===== config.mk =====
export PLATFORM = sky130hd
export DESIGN_NAME = alu_issue
export DESIGN_NICKNAME = d
export VERILOG_FILES = /design/src/rtl/alu_issue.sv
export SDC_FILE = /design/constraint.sdc
export NUM_CORES = 1
export LEC_CHECK = 0
export ABC_AREA = 1
export CAP_MARGIN = 30
export CORE_MARGIN = 2
export CORE_UTILIZATION = 47
export CTS_CLUSTER_SIZE = 25
export DETAILED_ROUTE_END_ITERATION = 6
export PLACE_DENSITY = 0.81
export SETUP_SLACK_MARGIN = 0.02
export SLEW_MARGIN = 20
export SYNTH_ARGS = -nofsm -noshare
export SYNTH_HDL_FRONTEND = slang
export SYNTH_SLANG_ARGS = --single-unit

===== constraint.sdc =====
create_clock -name clk -period 5.05 [get_ports clk]
set_input_delay 0.505 -clock clk [delete_from_list [all_inputs] [get_ports clk]]
set_output_delay 0.505 -clock clk [all_outputs]
set_load 0.01 [all_outputs]

===== src/rtl/alu_issue.sv =====
// Execute-stage issue: decodes opcode/funct fields into the ALU control code and operands,
// then presents them through a registered valid/ready stage with a one-entry skid buffer.
// Optional feature macro: ALU_ISSUE_ILLEGAL_EN (out_illegal reports undecodable opcodes).
module alu_issue #(
    parameter int TAG_W = 5
) (
    input  logic             clk,
    input  logic             rst_n,
    input  logic             flush,
    input  logic             in_valid,
    output logic             in_ready,
    input  logic [6:0]       in_opcode,
    input  logic [2:0]       in_funct3,
    input  logic             in_funct7_5,
    input  logic [31:0]      in_rs1,
    input  logic [31:0]      in_rs2,
    input  logic [31:0]      in_imm,
    input  logic [31:0]      in_pc,
    input  logic [TAG_W-1:0] in_tag,
    output logic             out_valid,
    input  logic             out_ready,
    output logic [31:0]      out_a,
    output logic [31:0]      out_b,
    output logic [3:0]       out_ctrl,
    output logic [TAG_W-1:0] out_tag,
    output logic             out_illegal
);

    localparam logic [3:0] ALU_ADD  = 4'b0000;
    localparam logic [3:0] ALU_SUB  = 4'b1000;
    localparam logic [3:0] ALU_SLT  = 4'b0010;
    localparam logic [3:0] ALU_SLTU = 4'b0011;
    localparam logic [3:0] ALU_LUI  = 4'b1001;

    localparam logic [6:0] OPC_OP     = 7'b0110011;
    localparam logic [6:0] OPC_OP_IMM = 7'b0010011;
    localparam logic [6:0] OPC_LUI    = 7'b0110111;
    localparam logic [6:0] OPC_AUIPC  = 7'b0010111;
    localparam logic [6:0] OPC_LOAD   = 7'b0000011;
    localparam logic [6:0] OPC_STORE  = 7'b0100011;
    localparam logic [6:0] OPC_BRANCH = 7'b1100011;
    localparam logic [6:0] OPC_JAL    = 7'b1101111;
    localparam logic [6:0] OPC_JALR   = 7'b1100111;

    typedef struct packed {
        logic [31:0]      a;
        logic [31:0]      b;
        logic [3:0]       ctrl;
        logic [TAG_W-1:0] tag;
        logic             illegal;
    } op_t;

    op_t  dec_op;
    op_t  main_q, main_d;
    op_t  skid_q, skid_d;
    logic main_valid_q, main_valid_d;
    logic skid_valid_q, skid_valid_d;
    logic in_ready_q, in_ready_d;
    logic accept, consume;

    // NOTE: every combinational output gets a default before the case; a missed branch would otherwise infer a latch.
    always_comb begin
        dec_op      = '0;
        dec_op.tag  = in_tag;
        dec_op.ctrl = ALU_ADD;
        case (in_opcode)
            OPC_OP: begin
                dec_op.a    = in_rs1;
                dec_op.b    = in_rs2;
                dec_op.ctrl = (in_funct3 == 3'b000 || in_funct3 == 3'b101)
                              ? {in_funct7_5, in_funct3} : {1'b0, in_funct3};
            end
            OPC_OP_IMM: begin
                // funct7_5 only distinguishes SRAI from SRLI; ADDI has no subtract form
                dec_op.a    = in_rs1;
                dec_op.b    = in_imm;
                dec_op.ctrl = (in_funct3 == 3'b101) ? {in_funct7_5, in_funct3} : {1'b0, in_funct3};
            end
            OPC_LUI: begin
                dec_op.ctrl = ALU_LUI;
                dec_op.b    = in_imm;
            end
            OPC_AUIPC: begin
                dec_op.a = in_pc;
                dec_op.b = in_imm;
            end
            OPC_LOAD, OPC_STORE: begin
                dec_op.a = in_rs1;
                dec_op.b = in_imm;
            end
            OPC_BRANCH: begin
                dec_op.a = in_rs1;
                dec_op.b = in_rs2;
                case (in_funct3[2:1])
                    2'b10:   dec_op.ctrl = ALU_SLT;
                    2'b11:   dec_op.ctrl = ALU_SLTU;
                    default: dec_op.ctrl = ALU_SUB;
                endcase
            end
            OPC_JAL, OPC_JALR: begin
                dec_op.a = in_pc;
                dec_op.b = 32'd4;
            end
            default: begin
`ifdef ALU_ISSUE_ILLEGAL_EN
                dec_op.illegal = 1'b1;
`else
                dec_op.illegal = 1'b0;
`endif
            end
        endcase
    end

    // in_ready_q mirrors !skid_valid_q, so an accept never coincides with a full skid
    always_comb begin
        accept       = in_valid && in_ready_q;
        consume      = main_valid_q && out_ready;
        main_d       = main_q;
        skid_d       = skid_q;
        main_valid_d = main_valid_q;
        skid_valid_d = skid_valid_q;

        if (consume) begin
            if (skid_valid_q) begin
                main_d       = skid_q;
                skid_valid_d = 1'b0;
            end else begin
                main_valid_d = 1'b0;
            end
        end

        if (accept) begin
            if (!main_valid_q || consume) begin
                main_d       = dec_op;
                main_valid_d = 1'b1;
            end else begin
                skid_d       = dec_op;
                skid_valid_d = 1'b1;
            end
        end

        if (flush) begin
            main_valid_d = 1'b0;
            skid_valid_d = 1'b0;
        end

        in_ready_d = !skid_valid_d;
    end

    // NOTE: sequential state uses non-blocking assignments so every flop samples pre-edge values.
    always_ff @(posedge clk or negedge rst_n) begin
        if (!rst_n) begin
            main_q       <= '0;
            main_valid_q <= 1'b0;
            skid_valid_q <= 1'b0;
            in_ready_q   <= 1'b1;
        end else begin
            main_q       <= main_d;
            main_valid_q <= main_valid_d;
            skid_valid_q <= skid_valid_d;
            in_ready_q   <= in_ready_d;
        end
    end

    // NOTE: skid payload has no reset; it is only ever read while skid_valid_q is set.
    always_ff @(posedge clk) begin
        skid_q <= skid_d;
    end

    assign in_ready    = in_ready_q;
    assign out_valid   = main_valid_q;
    assign out_a       = main_q.a;
    assign out_b       = main_q.b;
    assign out_ctrl    = main_q.ctrl;
    assign out_tag     = main_q.tag;
    assign out_illegal = main_q.illegal;

endmodule


[Word level (Yosys, flattened, before mapping)]
Index checks and enable logic that the tools add are counted.
Storage, ports and cells
  flip-flop bits (word level): 150
  output and inout port bits: 76
  word-level logic and storage cells: 57
Operators by class
  eq/ne operators: 12
  mux-type cells: 19
  bitwise gates (word level): 1
  reduce and logical (&&, ||, !) cells: 13
Operator list (number)
  $mux 74: 4
  $pmux 32 s3: 1
  $pmux 32 s2: 1
  $eq 7x6->1 const B: 3
  $eq 7x7->1 const B: 3
  $pmux 4 s4: 1
  $eq 7x5->1 const B: 2
  $reduce_or 5->1: 2
  $mux 1: 9
  $mux 4: 2
  $pmux 4 s2: 1
  $eq 7x2->1 const B: 1
  $eq 2x2->1 const B: 2
  $reduce_or 2->1: 2
  $eq 3x3->1 const B: 1
  $logic_not 3->1: 1
  $reduce_or 3->1: 1
  $logic_and 1x1->1: 2
  $logic_not 1->1: 2
  $logic_or 1x1->1: 2
  $reduce_and 2->1: 1
  $not 1->1: 1

[Longest topological paths before layout]
Gate-level depths: netlist of run 1.
  word-level depth: 6
  gate-level depth with buffers: 11
  gate-level depth less buffers: 10

[Worst setup path after synthesis of run 1]
Ideal clock, no wire load.
  path type: reg2reg
  start: reg in_ready_q, in the netlist in_ready
  end: reg skid_q[10] (netlist name), enable pin
  arrival: 3.783 ns
  required time: 4.544 ns
  path slack: 0.761 ns
  stages on the path, launching flop included: 3
  buffers on the path: 0
  path through: dfstp_2 nand2_1 nor2_1
Between the ends
  cells in the longest elaborated chain, start to end: 2
Ends and longest elaborated chain
  start: declaration: RTL line 58  | logic in_ready_q, in_ready_d;
  start signal: assignment: RTL line 161  | in_ready_q <= in_ready_d;
  $logic_and 1x1->1: RTL line 116  | accept = in_valid && in_ready_q;
  $reduce_and 2->1 (no source line)
  end signal: assignment: RTL line 167  | skid_q <= skid_d;
  end: declaration: RTL line 55  | op_t skid_q, skid_d;
No other way between the ends.
A chain may end at the register's enable or synchronous reset.

==> metrics, run 1 <==
number of nets produced by synthesis=872; Lkg Pwr=roughly 4.4 nW; detailed-route wire length=19250 microns; Core Footprint=between 10000 and 15000 sq um; period utilization=47.38%; area of the die=15890 sq um; number of design rule violations left after detail routing=0; buffer count from post-CTS setup fixing=0; maximum level of the CTS H-tree=4; Top-Level Pins=225; vias=roughly 6000; Port Buffers=approximately 220; gate count after technology mapping=723; final net count=between 1000 and 1500; Setup crit start kind=primary input; maximum net fanout on the critical path=61; vias in the first global route=5926; diode insertion count for antenna repair=0; unrepaired setup endpoints after global routing=false; detailed-routing iteration count for the pre-antenna-repair pass=5; die span in y=126.1 microns; list of cells traversed by the critical path=clkdlybuf4s50_1 > nand2_1 > nand2_1 > inv_1 > nor2_4 > buf_4 > buf_4 > o21ai_0; cell type with the largest total area after synthesis=edfxtp_1; Setup-failing EPs final=0; drt initial violations=about 500; Global Route Usage Sum=24.72%; crit-path max cell delay=0.58 ns; non-filler cells in the finished layout=1128; portion of the post-synthesis area used by sequential elements=about three fifths; class of the tightest hold or removal check=in2async; number of hold buffers added after CTS=0; first-pass GRT wire length=30760 microns; layout overhead on the synthesized area=43.50%; total number of placement rows=44; standard cell with the maximum stage delay on the critical path=buf_4; Worst IR Drop VDD=0.2259 mV; areal power density over the cells=between 300 and 400 nW/um^2; most common cell after layout, fill and taps aside=nand2_1; Max Buffers Root-to-Sink=2; total of flip-flops plus latches after synthesis=150; count of placed standard cells including taps=1094; Yosys cell types=31; Post-Syn Area=7003 sq um; number of violations of the max-capacitance limit=0; post-detailed-route count of antenna-violating nets=0; HPWL reported at the end of detailed placement=about 13000 microns; post-detailed-route wirelength per cell=17.06 microns; clock tree from TritonCTS=built; Initial Util=48.18%; antenna violations before repair=0; grt met1 use=31.03%; PostCTS Resize Cnt=0; clock-pin slew on the worst setup and hold paths=0.06 ns; final slew viol count=0; FMAX=417.9 MHz; data arrival at the endpoint of the critical path=2.67 ns; Setup Skew=0.008143 ns; ranking of synthesized cells by area=edfxtp_1 (31%), dfrtp_1 (27%), nand2_1 (12%); total negative setup slack=0 ns; Slew @ Worst Pin=0.8705 ns; clock tree root driver cell=clkbuf_16; die span in x=126.1 microns; Yosys warnings=0; met2 usage=roughly 42%; final weighted congestion in routability-driven placement=between 0.7 and 0.8; worst setup path category=in2reg; GRT met3 Usage=5.692%; number of CTS-inserted buffers=17; maximum number of pins on one net before global-route repair=75; CP Data Required Time=5.32 ns; grt peak-use layer=met2; post-synth top area share=31.30%; Overflow after GRT=0; sink count of the clock tree=150; fraction of final layout cells with drive strength greater than 1=between 10% and 20%; via density per instance=5.175; number of failing hold endpoints at the final stage=0; CP bufs+invs=4; outcome=completed; commonest non-fill, non-tap cells in the layout=nand2_1 (230), clkdlybuf4s50_1 (223), dfrtp_1 (76); average cell area after synthesis=slightly below 10 sq um; Top Family by Delay on Critical Path=buffers and inverters; kind of end point of the critical path=flop; minimum clock period=~2.4 ns; insertion delay of the later-clocked pin in the worst-skew pair=between 0.4 and 0.5 ns; Worst slew margin=41.97%; fill cell count=1116
-- worst reg2reg max path: cells and delay by family, from the launching register on --
family	cells	cell delay [ns]
buf+inv	3	1.13
flops	1	0.38
simple gates	3	0.38
compound gates	1	0.23
-- report_power, final --
part	internal, mW	leakage (nW)	switching [mW]
clock	0.830	0.311	0.499
combinational	0.239	2.32	0.201
sequential	1.35	1.78	0.0283
total	2.41	4.41	0.729
-- layout make-up --
cell class / instances / area (sq um) / share of cell area (%)
well taps: 184 / 230.2 / 2.291
inverters: 17 / 63.81 / 0.6350
clock inverters: 15 / 205.2 / 2.042
repair buffers: 235 / 2422 / 24.10
multi-input cells: 510 / 2582 / 25.70
clock buffers: 17 / 425.4 / 4.233
flip-flops and latches: 150 / 4120 / 41.00
-- state kept, by name, indices dropped and copies added (netlist names) --
signal        cells
skid_q           73
out_a            32
out_b            32
out_tag           5
out_ctrl          4
in_ready          1
out_illegal       1
out_valid         1
skid_valid_q      1
-- cells in the mapped netlist, drive strengths merged --
master / count
dfrtp: 76
edfxtp: 73
buf: 27
nand3: 38
mux2i: 21
o21ai: 82
o22ai: 1
or2: 44
a21oi: 14
clkbuf: 19
nand2: 252
nor3: 1
inv: 17
dfstp: 1
nor2: 22
nand3b: 1
o211ai: 32
a31oi: 2
-- stage by stage --
step	instance area [sq um]	hold WS [ns]	worst slack, ns	total power, mW	utilization (%)
2_1_floorplan	7003	0.2094	0.7607	1.565	-
3_3_place_gp	9286	0.4850	2.312	1.819	63.89
3_5_place_dp	9371	0.4916	2.204	1.837	64.48
5_1_grt	10050	0.08791	2.446	3.258	69.15
6_report	10050	0.05445	2.657	3.144	69.15
4_1_cts	10000	0.06452	2.663	3.161	68.82
-- metal layers --
layer,wire length [microns],up-vias
met5,0,-
met4,593,0
li1,-,2857
met1,7896,2740
met2,9657,199
met3,1102,41
-- cell families after synthesis --
kind of cell	Yosys count	share of synthesized area, %
simple gates	358	22.98
flops	150	58.84
compound gates	131	10.61
buf+inv	63	4.574
mux	21	3.002
-- worst paths after layout --
| kind | slack, ns | start | cells after the start | endpoint |
|---|---|---|---|---|
| min | 0.05 | rst_n | 1 | out_a[11] |
| max in group asynchronous | 4.35 | rst_n | 2 | in_ready |
| min reg2reg | 0.51 | skid_q[41] | 2 | out_b[31] |
| max reg2reg | 2.79 | out_valid | 7 | out_a[5] |
| min in group clk | 0.51 | skid_q[41] | 2 | out_b[31] |
| max | 2.66 | out_ready | 8 | out_a[5] |
Power figures use the tool's default switching activity.
==> run 2, diff against run 1 <==
--- a/config.mk
+++ b/config.mk
@@ -8,10 +8,10 @@
 export ABC_AREA = 1
 export CAP_MARGIN = 30
 export CORE_MARGIN = 2
-export CORE_UTILIZATION = 47
+export CORE_UTILIZATION = 42
 export CTS_CLUSTER_SIZE = 25
 export DETAILED_ROUTE_END_ITERATION = 6
-export PLACE_DENSITY = 0.81
+export PLACE_DENSITY = 0.77
 export SETUP_SLACK_MARGIN = 0.02
 export SLEW_MARGIN = 20
 export SYNTH_ARGS = -nofsm -noshare
==> constraint.sdc (replaced) <==
create_clock -name clk -period 2 [get_ports clk]
set_input_delay 0.2 -clock clk [delete_from_list [all_inputs] [get_ports clk]]
set_output_delay 0.2 -clock clk [all_outputs]
set_load 0.01 [all_outputs]
==> metrics, run 2 (synthesis gave the netlist of run 1 again) <==
clock-pin slew on the worst setup and hold paths=~0.06 ns; first-pass GRT wire length=30470 microns; Lkg Pwr=~4.4 nW; Setup crit start kind=flop; Port Buffers=224; Global Route Usage Sum=between 20% and 30%; drt initial violations=between 400 and 500; number of design rule violations left after detail routing=0; commonest non-fill, non-tap cells in the layout=nand2_1 (227), clkdlybuf4s50_1 (223), dfrtp_1 (76); worst setup slack for register-to-register paths=around 0.45 ns; list of cells traversed by the critical path=clkdlybuf4s50_1; maximum net fanout on the critical path=2; clock tree root driver cell=clkbuf_16; minimum clock period=1.713 ns; insertion delay of the later-clocked pin in the worst-skew pair=0.42 ns; detailed route wirelength on metal2=about 9000 microns; fin worst setup slack=about 0.29 ns; detailed-route wire length=19540 microns; total number of placement rows=47; HPWL reported at the end of detailed placement=13420 microns; Core Footprint=16470 sq um; final net count=around 1100; standard cell with the maximum stage delay on the critical path=dfstp_2; via density per instance=4.988; final weighted congestion in routability-driven placement=approximately 0.8; Max Buffers Root-to-Sink=2; maximum level of the CTS H-tree=4; data arrival at the endpoint of the critical path=1.51 ns; vias=slightly below 6000; maximum number of pins on one net before global-route repair=61; number of failing hold endpoints at the final stage=0; class of the tightest hold or removal check=in2async; utilization after layout=approximately 62%; number of violations of the max-capacitance limit=0; vias in the first global route=5666; worst setup path category=reg2out; fraction of final layout cells with drive strength greater than 1=13.87%; crit-path max cell delay=0.55 ns; post-detailed-route count of antenna-violating nets=0; area of the die=around 18000 sq um; diode insertion count for antenna repair=0; CP bufs+invs=1; number of CTS-inserted buffers=17; outcome=completed; layout overhead on the synthesized area=44.74%; CP Data Required Time=1.80 ns; period utilization=approximately 86%; areal power density over the cells=746.1 nW/um^2; Worst IR Drop VDD=between 0.5 and 0.6 mV; reg-to-reg startpoint=out_valid; kind of end point of the critical path=output port; Overflow after GRT=0; CP Launch Point=in_ready; Setup-failing EPs final=0; Initial Util=42.53%; total negative setup slack=0 ns; Max Used Layer=met4; FMAX=583.9 MHz; clock tree from TritonCTS=built; PostCTS Resize Cnt=0; Top-Level Pins=225; unrepaired setup endpoints after global routing=false; number of flip-flops in the largest register=73; post-detailed-route wirelength per cell=roughly 17 microns; antenna violations before repair=0; die span in y=133.1 microns; sink count of the clock tree=150; detailed route wirelength on metal3=between 1500 and 2000 microns; Worst slew margin=70.20%; most common cell after layout, fill and taps aside=nand2_1; Reg with most FFs=skid_q; detailed-routing iteration count for the pre-antenna-repair pass=4; Top Family by Delay on Critical Path=flip-flops; Slew @ Worst Pin=approximately 0.45 ns; Setup Skew=0.006645 ns; die span in x=133.1 microns; final slew viol count=0; routed length on met1=8276 microns; Post-Place Setup Slack=0.01076 ns
[run 2: timing repair]
action / in CTS / in global routing
endpoints found under the hold margin: 20 / 0
hold buffers: 1 / 0
buffers inserted: 0 / 0
[run 2: path summary, 6_finish.rpt]
path                             end  depth (start not counted)
hold / removal             out_b[11]                          2
hold reg to reg             out_b[8]                          2
setup reg to reg           out_a[22]                          6
max in group asynchronous   in_ready                          3
min in group clk           skid_q[4]                          1
setup / recovery            in_ready                          1
[run 2: layer usage]
metal	track usage [%]	vias to the layer above
met4	6.265	0
met2	35.52	257
met5	0	-
met3	8.067	21
li1	-	2875
met1	29.33	2693
[run 2: power breakdown]
group | switching, mW | internal, mW
logic | 0.520 | 0.635
clock network | 1.24 | 1.70
registers | 0.0685 | 3.40
total | 1.83 | 5.73
[run 2: through the flow]
| stage | power (mW) | instances | hold slack [ns] | instance area [sq um] |
|---|---|---|---|---|
| CTS | 7.631 | 1172 | 0.2130 | 10140 |
| finish | 7.563 | 1172 | 0.2270 | 10140 |
| global placement | 4.670 | 1139 | 0.1158 | 9584 |
| floorplan | 3.950 | 723 | -0.09559 | 7023 |
| global route | 7.864 | 1172 | 0.2446 | 10140 |
| detailed placement | 4.686 | 1139 | 0.1168 | 9584 |
[run 2: cell type report]
class,instances,area [sq um]
clock buffer,19,432.9
inverter,17,63.81
fill,1365,6330
clock inverter,13,108.9
sequential,150,4120
timing repair buffer,243,2547
tap,220,275.3
multi-input combinational,510,2587
